## src/rtl/sfp_vec3_cross_seq.sv

```systemverilog
// Q(IW).(QW) vec3 cross product a x b using one shared signed multiplier,
// sequenced over six cycles by an IDLE/MUL/DONE FSM with valid/ready handshakes.
module sfp_vec3_cross_seq #(
  parameter int IW    = 16,
  parameter int QW    = 16,
  parameter int ROUND = 0
) (
  input  logic                 clk_i,
  input  logic                 rst_ni,
  input  logic                 in_valid_i,
  output logic                 in_ready_o,
  input  logic [IW+QW-1:0]     a_i [3],
  input  logic [IW+QW-1:0]     b_i [3],
  output logic                 out_valid_o,
  input  logic                 out_ready_i,
  output logic [IW+QW-1:0]     out_o [3],
  output logic                 busy_o
);

  localparam int W = IW + QW;

  typedef enum logic [1:0] {
    S_IDLE = 2'd0,
    S_MUL  = 2'd1,
    S_DONE = 2'd2
  } state_e;

  state_e         state_q, state_d;
  logic [2:0]     step_q, step_d;
  logic [W-1:0]   acc_q, acc_d;
  logic [W-1:0]   out_q [3];
  logic [W-1:0]   out_d [3];
  logic [W-1:0]   op_a_q [3];
  logic [W-1:0]   op_a_d [3];
  logic [W-1:0]   op_b_q [3];
  logic [W-1:0]   op_b_d [3];
  logic [W-1:0]   mul_x_s, mul_y_s, prod_s, diff_s;

  // Full-width signed product, optional half-up rounding, arithmetic shift, wrap to W bits.
  function automatic logic [W-1:0] fx_mul(input logic [W-1:0] x, input logic [W-1:0] y);
    logic signed [2*W-1:0] full;
    logic signed [2*W-1:0] rnd;
    logic signed [2*W-1:0] shifted;
    full = $signed({{W{x[W-1]}}, x}) * $signed({{W{y[W-1]}}, y});
    rnd  = '0;
    if (ROUND != 0) begin
      rnd[QW-1] = 1'b1;
    end else begin
      rnd = '0;
    end
    shifted = (full + rnd) >>> QW;
    return shifted[W-1:0];
  endfunction

  // Operand pair selected for the shared multiplier at each step.
  always_comb begin
    mul_x_s = '0;
    mul_y_s = '0;
    case (step_q)
      3'd0:    begin mul_x_s = op_a_q[1]; mul_y_s = op_b_q[2]; end
      3'd1:    begin mul_x_s = op_a_q[2]; mul_y_s = op_b_q[1]; end
      3'd2:    begin mul_x_s = op_a_q[2]; mul_y_s = op_b_q[0]; end
      3'd3:    begin mul_x_s = op_a_q[0]; mul_y_s = op_b_q[2]; end
      3'd4:    begin mul_x_s = op_a_q[0]; mul_y_s = op_b_q[1]; end
      3'd5:    begin mul_x_s = op_a_q[1]; mul_y_s = op_b_q[0]; end
      default: begin mul_x_s = '0;        mul_y_s = '0;        end
    endcase
  end

  assign prod_s = fx_mul(mul_x_s, mul_y_s);
  assign diff_s = acc_q - prod_s;

  // FSM next state, step sequencing and datapath register updates.
  always_comb begin
    state_d = state_q;
    step_d  = step_q;
    acc_d   = acc_q;
    out_d   = out_q;
    op_a_d  = op_a_q;
    op_b_d  = op_b_q;
    case (state_q)
      S_IDLE: begin
        if (in_valid_i) begin
          op_a_d  = a_i;
          op_b_d  = b_i;
          step_d  = 3'd0;
          state_d = S_MUL;
        end else begin
          state_d = S_IDLE;
        end
      end
      S_MUL: begin
        // Even steps load the minuend product; odd steps finish one component.
        case (step_q)
          3'd0, 3'd2, 3'd4: acc_d    = prod_s;
          3'd1:             out_d[0] = diff_s;
          3'd3:             out_d[1] = diff_s;
          3'd5:             out_d[2] = diff_s;
          default:          acc_d    = acc_q;
        endcase
        if (step_q == 3'd5) begin
          step_d  = 3'd0;
          state_d = S_DONE;
        end else begin
          step_d  = step_q + 3'd1;
        end
      end
      S_DONE: begin
        if (out_ready_i) begin
          state_d = S_IDLE;
        end else begin
          state_d = S_DONE;
        end
      end
      default: begin
        state_d = S_IDLE;
        step_d  = 3'd0;
      end
    endcase
  end

  // State and datapath registers.
  always_ff @(posedge clk_i or negedge rst_ni) begin
    if (!rst_ni) begin
      state_q <= S_IDLE;
      step_q  <= 3'd0;
      acc_q   <= '0;
      for (int i = 0; i < 3; i++) begin
        out_q[i]  <= '0;
        op_a_q[i] <= '0;
        op_b_q[i] <= '0;
      end
    end else begin
      state_q <= state_d;
      step_q  <= step_d;
      acc_q   <= acc_d;
      out_q   <= out_d;
      op_a_q  <= op_a_d;
      op_b_q  <= op_b_d;
    end
  end

  assign in_ready_o  = (state_q == S_IDLE);
  assign out_valid_o = (state_q == S_DONE);
  assign busy_o      = (state_q != S_IDLE);
  assign out_o       = out_q;

endmodule

```

## config.mk

```make
export PLATFORM = sky130hd
export DESIGN_NAME = sfp_vec3_cross_seq
export DESIGN_NICKNAME = d
export VERILOG_FILES = /design/src/rtl/sfp_vec3_cross_seq.sv
export SDC_FILE = /design/constraint.sdc
export NUM_CORES = 2
export LEC_CHECK = 0
export BUFFER_PORTS_ARGS = -buffer_cell sky130_fd_sc_hd__clkbuf_2
export CAP_MARGIN = 20
export CORE_MARGIN = 5
export CORE_UTILIZATION = 45
export DETAILED_ROUTE_END_ITERATION = 12
export GPL_TIMING_DRIVEN = 0
export PLACE_DENSITY = 0.6
export SETUP_SLACK_MARGIN = 0.15
export SLEW_MARGIN = 15
export SYNTH_ARGS = -nofsm -noshare
export SYNTH_HDL_FRONTEND = slang
export SYNTH_SLANG_ARGS = --single-unit
```

## constraint.sdc

```tcl
create_clock -name clk_i -period 22.1 [get_ports clk_i]
set_input_delay 3.315 -clock clk_i [delete_from_list [all_inputs] [get_ports clk_i]]
set_output_delay 3.315 -clock clk_i [all_outputs]
set_load 0.03 [all_outputs]
```

### Word level (Yosys, flattened, before mapping)

Index checks and enable logic that the tools add are counted.
W data, S select, Z words.

| word-level totals | value |
|---|---|
| bits in registers | 325 |
| input port bits | 196 |
| output and inout bits | 99 |
| word-level logic and storage cells | 50 |

| cells by class | value |
|---|---|
| add/subtract/negate cells | 2 |
| multiply operators | 1 |
| eq/ne operators | 9 |
| mux-type cells | 9 |
| bitwise logic cells | 1 |
| reductions and logical operators | 16 |

Operators with widths:

| kind | number |
|---|---|
| $pmux W32 S3 | 2 |
| $mul A32 B32 Y48 | 1 |
| $sub A32 B32 Y32 | 1 |
| $reduce_and A2 Y1 | 6 |
| $reduce_or A2 Y1 | 6 |
| $pmux W3 S3 | 1 |
| $eq A3 B2 Y1 const B | 2 |
| $eq A3 B3 Y1 const B | 2 |
| $mux W3 | 2 |
| $pmux W2 S3 | 1 |
| $mux W2 | 2 |
| $ne A2 B2 Y1 const B | 2 |
| $add A3 B1 Y3 const B | 1 |
| $eq A3 B1 Y1 const B | 1 |
| $logic_not A3 Y1 | 1 |
| $reduce_or A3 Y1 | 1 |
| $eq A2 B1 Y1 const B | 1 |
| $eq A2 B2 Y1 const B | 1 |
| $logic_not A2 Y1 | 1 |
| $reduce_bool A2 Y1 | 1 |
| $mux W1 | 1 |
| $not A1 Y1 | 1 |

### Depth between registers and ports, before layout

| logic depth | value |
|---|---|
| word-level depth | 5 |
| gate-level depth with buffers | 55 |
| depth with buffers taken out | 48 |

### Worst setup path after synthesis

Ideal clock, no wire load.

| timing path | value |
|---|---|
| path kind | register to register |
| start point | register step_q[0] |
| end point | register out_q, in the netlist out_o[63] |
| library setup time | 77 ps |
| arrival time | 12581 ps |
| required time | 22023 ps |
| slack | 9442 ps |
| stages on the path, launching flop included | 50 |
| path buffers | 8 |
| clock period less this slack | 12658 ps |
| path through | dfrtp_1 > buf_6 > clkbuf_1 > buf_1 > buf_1 > clkbuf_1 > clkbuf_1 > mux2i_1 > o22a_1 > clkbuf_1 > clkbuf_1 > nor2_1 > fa_1 > fa_1 > fa_1 > inv_1 > fa_1 > inv_1 > [... 14 more ...] > ha_1 > or3_1 > o21ai_0 > a21o_1 > o21ai_0 > a31o_2 > maj3_2 > maj3_2 > a21oi_4 > a21oi_2 > a2111oi_4 > o31ai_2 > a22oi_2 > a31o_1 > a21o_2 > a21boi_1 > mux2_4 > o21ai_1 |

| between the ends | value |
|---|---|
| word-level cells in the longest chain between the ends | 5 |
| elaborated cells on any way between the ends | 17 |
| those cells by class | add/sub: 1; mul: 1; eq/ne: 5; mux: 2; reduce/logical: 8 |

RTL lines:

| item | line | RTL |
|---|---|---|
| start: declaration | 29 | `logic [2:0] step_q, step_d;` |
| start signal: assignment | 135 | `step_q <= step_d;` |
| $eq A3 B3 Y1, or another cell as far along | 59 | `case (step_q)` |
| $reduce_or A2 Y1 (no line) | - |  |
| $pmux W32 S3 | 59 |  |
| $mul A32 B32 Y48 | 44 | `full = $signed({{W{x[W-1]}}, x}) * $signed({{W{y[W-1]}}, y});` |
| $sub A32 B32 Y32 | 71 | `assign diff_s = acc_q - prod_s;` |
| end signal: assignment | 137 | `out_q <= out_d;` |
| end: declaration | 31 | `logic [W-1:0] out_q [3];` |

Parallel ways exist; a longest one is shown, timed or not.
A chain may end at the register's enable or synchronous reset.

### Worst setup path after layout

| timing path | value |
|---|---|
| start point | register step_q[0] |
| end point | register out_q, in the netlist out_o[58] |

Same word-level chain as after synthesis.

==> report_table.html <==
<table>
<tr><th>Metric</th><th>Value</th></tr>
<tr><th colspan="2">Run status</th></tr>
<tr><td>Run status</td><td>completed</td></tr>
<tr><th colspan="2">Detailed routing</th></tr>
<tr><td>Vias per Instance</td><td>5.57</td></tr>
<tr><td>Initial DRT Pass Iterations</td><td>6</td></tr>
<tr><td>WL per Instance</td><td>25.3 um</td></tr>
<tr><td>Final routed DRC violation total</td><td>0</td></tr>
<tr><td>Routed Antenna Nets</td><td>0</td></tr>
<tr><td>Post-detailed-routing wire length</td><td>154000 um</td></tr>
<tr><td>Via count</td><td>33800</td></tr>
<tr><td>Number of violations reported at the end of detailed-routing iteration 0</td><td>3066</td></tr>
<tr><th colspan="2">Placed design</th></tr>
<tr><td>GPL Wtd Cong</td><td>1.01</td></tr>
<tr><td>Total half-perimeter wirelength after legalization and detailed placement</td><td>127000 um</td></tr>
<tr><td>Port buffer count</td><td>294</td></tr>
<tr><th colspan="2">Global routing</th></tr>
<tr><td>Wire length of the first global-routing pass</td><td>229000 um</td></tr>
<tr><td>Overall track demand over capacity in global routing</td><td>0.302</td></tr>
<tr><td>Residual overflow from global routing</td><td>0</td></tr>
<tr><td>Number of antenna violations at the first check in global routing</td><td>3</td></tr>
<tr><td>Pin count of the biggest net entering global routing</td><td>93</td></tr>
<tr><td>Vias in the first global route</td><td>35600</td></tr>
<tr><th colspan="2">Yosys</th></tr>
<tr><td>Synthesized net count</td><td>5649</td></tr>
<tr><td>Simple-gate share of the synthesized area</td><td>0.119</td></tr>
<tr><td>Area of the mapped netlist</td><td>43000 um2</td></tr>
<tr><td>Number of flops mapped to enable cells by yosys</td><td>0</td></tr>
<tr><td>Largest family of logic cells by synthesized area</td><td>adder cells</td></tr>
<tr><td>Parity-gate share of the synthesized area counting xor and xnor cells</td><td>0.0230</td></tr>
<tr><td>Total of warnings raised by yosys</td><td>0</td></tr>
<tr><td>Syn Area/Cell</td><td>9.70 um2</td></tr>
<tr><td>Sequential share of the synthesized area</td><td>0.189</td></tr>
<tr><td>Prevailing post-synth register cell</td><td>sky130_fd_sc_hd__dfrtp_1</td></tr>
<tr><td>Area share of fa/ha/maj cells after synthesis</td><td>0.445</td></tr>
<tr><td>Proportion of synthesized flip-flops having asynchronous set or reset</td><td>1.00</td></tr>
<tr><td>#FFs+latches synth</td><td>325</td></tr>
<tr><td>Cell count after synthesis</td><td>4433</td></tr>
<tr><td>Distinct cells, synth</td><td>81</td></tr>
<tr><td>Multiplexer share of the synthesized area</td><td>0.0701</td></tr>
<tr><td>Synth Area in Compound Gates</td><td>0.0644</td></tr>
<tr><th colspan="2">STA</th></tr>
<tr><td>Worst clock skew</td><td>0.0749 ns</td></tr>
<tr><td>Ratio of final minimum period to clock period</td><td>0.740</td></tr>
<tr><td>Finish-stage setup viols</td><td>0</td></tr>
<tr><td>Minimum clock period</td><td>16.34 ns</td></tr>
<tr><td>Total Neg Setup Slack</td><td>0 ns</td></tr>
<tr><td>Number of hold-slack violations in the final timing report</td><td>0</td></tr>
<tr><td>Unrepaired setup endpoints after global routing</td><td>false</td></tr>
<tr><td>Peak Freq</td><td>61.2 MHz</td></tr>
<tr><td>Normalized max-slew margin</td><td>0.0798</td></tr>
<tr><td>Worst Tran Pin Value</td><td>1.38 ns</td></tr>
<tr><td>Max-slew violations</td><td>0</td></tr>
<tr><th colspan="2">CTS</th></tr>
<tr><td>Hold buffer count at CTS</td><td>0</td></tr>
<tr><td>CTS Buffer Depth</td><td>3</td></tr>
<tr><td>Post-cts gate resize count</td><td>0</td></tr>
<tr><td>Clock-pin slew on the worst setup and hold paths</td><td>0.06 ns</td></tr>
<tr><td>H-tree depth</td><td>2</td></tr>
<tr><td>CTS tree</td><td>yes</td></tr>
<tr><td>Latest clock arrival within the worst-skew pair</td><td>0.61 ns</td></tr>
<tr><td>Setup bufs post-CTS</td><td>0</td></tr>
<tr><td>CTS buffer count</td><td>37</td></tr>
<tr><td>Clock tree sinks</td><td>325</td></tr>
<tr><td>Clock root buffer</td><td>sky130_fd_sc_hd__clkbuf_16</td></tr>
<tr><th colspan="2">Hold path</th></tr>
<tr><td>HP Class</td><td>reg2reg</td></tr>
<tr><th colspan="2">Worst setup path</th></tr>
<tr><td>Element type at the critical path end</td><td>register</td></tr>
<tr><td>Crit path top cell by count</td><td>sky130_fd_sc_hd__fa_1</td></tr>
<tr><td>CP Class</td><td>reg2reg</td></tr>
<tr><td>CP max FO</td><td>10</td></tr>
<tr><td>Slowest stage cell, crit path</td><td>sky130_fd_sc_hd__clkbuf_1</td></tr>
<tr><td>Startpoint types</td><td>register</td></tr>
<tr><td>Maximum single-stage delay on the critical path</td><td>0.92 ns</td></tr>
<tr><td>Data arrival at the endpoint of the critical path</td><td>16.76 ns</td></tr>
<tr><td>Kind of cell adding the most delay to the critical path</td><td>adder cells</td></tr>
<tr><td>Buffers plus inverters on the worst setup path</td><td>13</td></tr>
<tr><td>Data required time of the critical path</td><td>22.51 ns</td></tr>
<tr><th colspan="2">Finish</th></tr>
<tr><td>Leading cell type in the layout, fill and taps excluded</td><td>sky130_fd_sc_hd__fa_1</td></tr>
<tr><td>Final core utilization</td><td>0.502</td></tr>
<tr><td>Area Growth Syn to Fin</td><td>10.9%</td></tr>
<tr><td>Total number of nets in the final design</td><td>6004</td></tr>
<tr><td>Highest-count cells in the layout ignoring fill and taps</td><td>sky130_fd_sc_hd__fa_1 (839), sky130_fd_sc_hd__inv_1 (784), sky130_fd_sc_hd__nor2_1 (572)</td></tr>
<tr><td>Area occupied by multi-input gates</td><td>31100 um2</td></tr>
<tr><td>Fraction of layout cells with a size suffix above 1</td><td>0.138</td></tr>
<tr><td>Count of filler cells inserted in the layout</td><td>8987</td></tr>
<tr><td>Footprint of the flip-flops and latches</td><td>8130 um2</td></tr>
<tr><th colspan="2">Die</th></tr>
<tr><td>Initial cell density of the core</td><td>0.453</td></tr>
<tr><td>Core area</td><td>94900 um2</td></tr>
<tr><td>IO Count</td><td>295</td></tr>
<tr><td>Die Footprint</td><td>102000 um2</td></tr>
<tr><td>Chip width</td><td>319 um</td></tr>
<tr><td>Site row count</td><td>113</td></tr>
<tr><td>Die Height</td><td>319 um</td></tr>
<tr><th colspan="2">Flow run</th></tr>
<tr><td>Max-cap check violation count</td><td>0</td></tr>
</table>
cells by family after synthesis:
kind of cell             Yosys count
adder cells (fa/ha/maj)         1026
XOR/XNOR                         112
buffers and inverters           1019
multiplexers                     271
flip-flops                       325
AO/OA/AOI/OAI                    417
AND/OR/NAND/NOR                 1263
synth_stat cells, drive strengths merged, types with 4 or more instances:
| cell | number | area (um2) |
|---|---|---|
| a222oi | 15 | 150 |
| clkbuf | 213 | 800 |
| nand4 | 8 | 50.1 |
| a221oi | 4 | 35.0 |
| o31ai | 7 | 67.6 |
| a21o | 19 | 144 |
| a21oi | 62 | 329 |
| o21bai | 7 | 52.6 |
| xor2 | 30 | 263 |
| a211o | 4 | 35.0 |
| inv | 784 | 2940 |
| o21a | 8 | 61.3 |
| xnor2 | 82 | 726 |
| o22ai | 31 | 194 |
| nand2b | 31 | 194 |
| a31oi | 9 | 56.3 |
| ha | 181 | 2260 |
| or2 | 12 | 75.1 |
| dfrtp | 325 | 8130 |
| mux2 | 228 | 2570 |
| and3 | 7 | 43.8 |
| mux2i | 43 | 443 |
| fa | 839 | 16800 |
| a221o | 4 | 40.0 |
| nand3 | 12 | 60.1 |
| or3 | 5 | 36.3 |
| a22oi | 31 | 238 |
| o22a | 26 | 228 |
| maj3 | 6 | 63.8 |
| a211oi | 9 | 72.6 |
| nand3b | 4 | 42.5 |
| nor2 | 572 | 2150 |
| nor2b | 9 | 56.3 |
| o211ai | 8 | 60.1 |
| nor3 | 5 | 30.0 |
| nand2 | 553 | 2080 |
| o21ai | 149 | 749 |
| a22o | 8 | 70.1 |
| buf | 22 | 98.9 |
| and2 | 36 | 225 |
layer usage:
metal / GRT usage / wire [um] / up-vias
met3: 0.0816 / 16000 / 419
li1: - / - / 14300
met5: 0 / 0 / -
met4: 0.148 / 9690 / 0
met1: 0.394 / 59000 / 17400
met2: 0.471 / 69200 / 1758
flip-flops by register name, indices dropped and copies added, names as in the netlist:
name and flops:
op_a_q 96, op_b_q 96, out_o 96, acc_q 32, step_q 3, state_q 2
final cells by class:
| cell class | instances | share of cell area |
|---|---|---|
| sequential | 325 | 0.171 |
| antenna | 2 | 0.000105 |
| inverter | 784 | 0.0617 |
| clock buffer | 46 | 0.0216 |
| tap | 1265 | 0.0332 |
| timing repair buffer | 316 | 0.0366 |
| clock inverter | 18 | 0.00514 |
| multi-input combinational | 3089 | 0.652 |
| buffer | 235 | 0.0190 |
final timing paths:
check	depth (start not counted)	end	slack (ns)	from
worst max-delay path	46	out_o[58]	5.76	step_q[0]
worst min-delay path	2	out_o[59]	0.48	out_o[59]
worst max register to register	46	out_o[58]	5.76	step_q[0]
worst min register to register	2	out_o[59]	0.48	out_o[59]
max in group asynchronous	3	out_o[72]	18.04	rst_ni
min in group asynchronous	1	op_a_q[85]	2.81	rst_ni
worst min-delay path: cells and delay by family (launching register included):
family,cells,cell delay [ns]
flops,1,0.34
compound gates,1,0.06
simple gates,1,0.05
metrics by stage:
step | std cells | setup WS, ns | hold slack, ns | cell area [um2]
detailed placement | 6008 | 6.01 | 0.473 | 46300
CTS | 6072 | 5.90 | 0.485 | 47600
global placement | 5992 | 6.08 | 0.466 | 46000
global route | 6078 | 5.15 | 0.503 | 47700
floorplan | 4433 | 9.44 | 0.440 | 43000
finish | 6080 | 5.76 | 0.478 | 47700
Power is left out: the tool's default activity adds up to more than one toggle a clock period on the data nets, which glitch-free logic cannot reach.
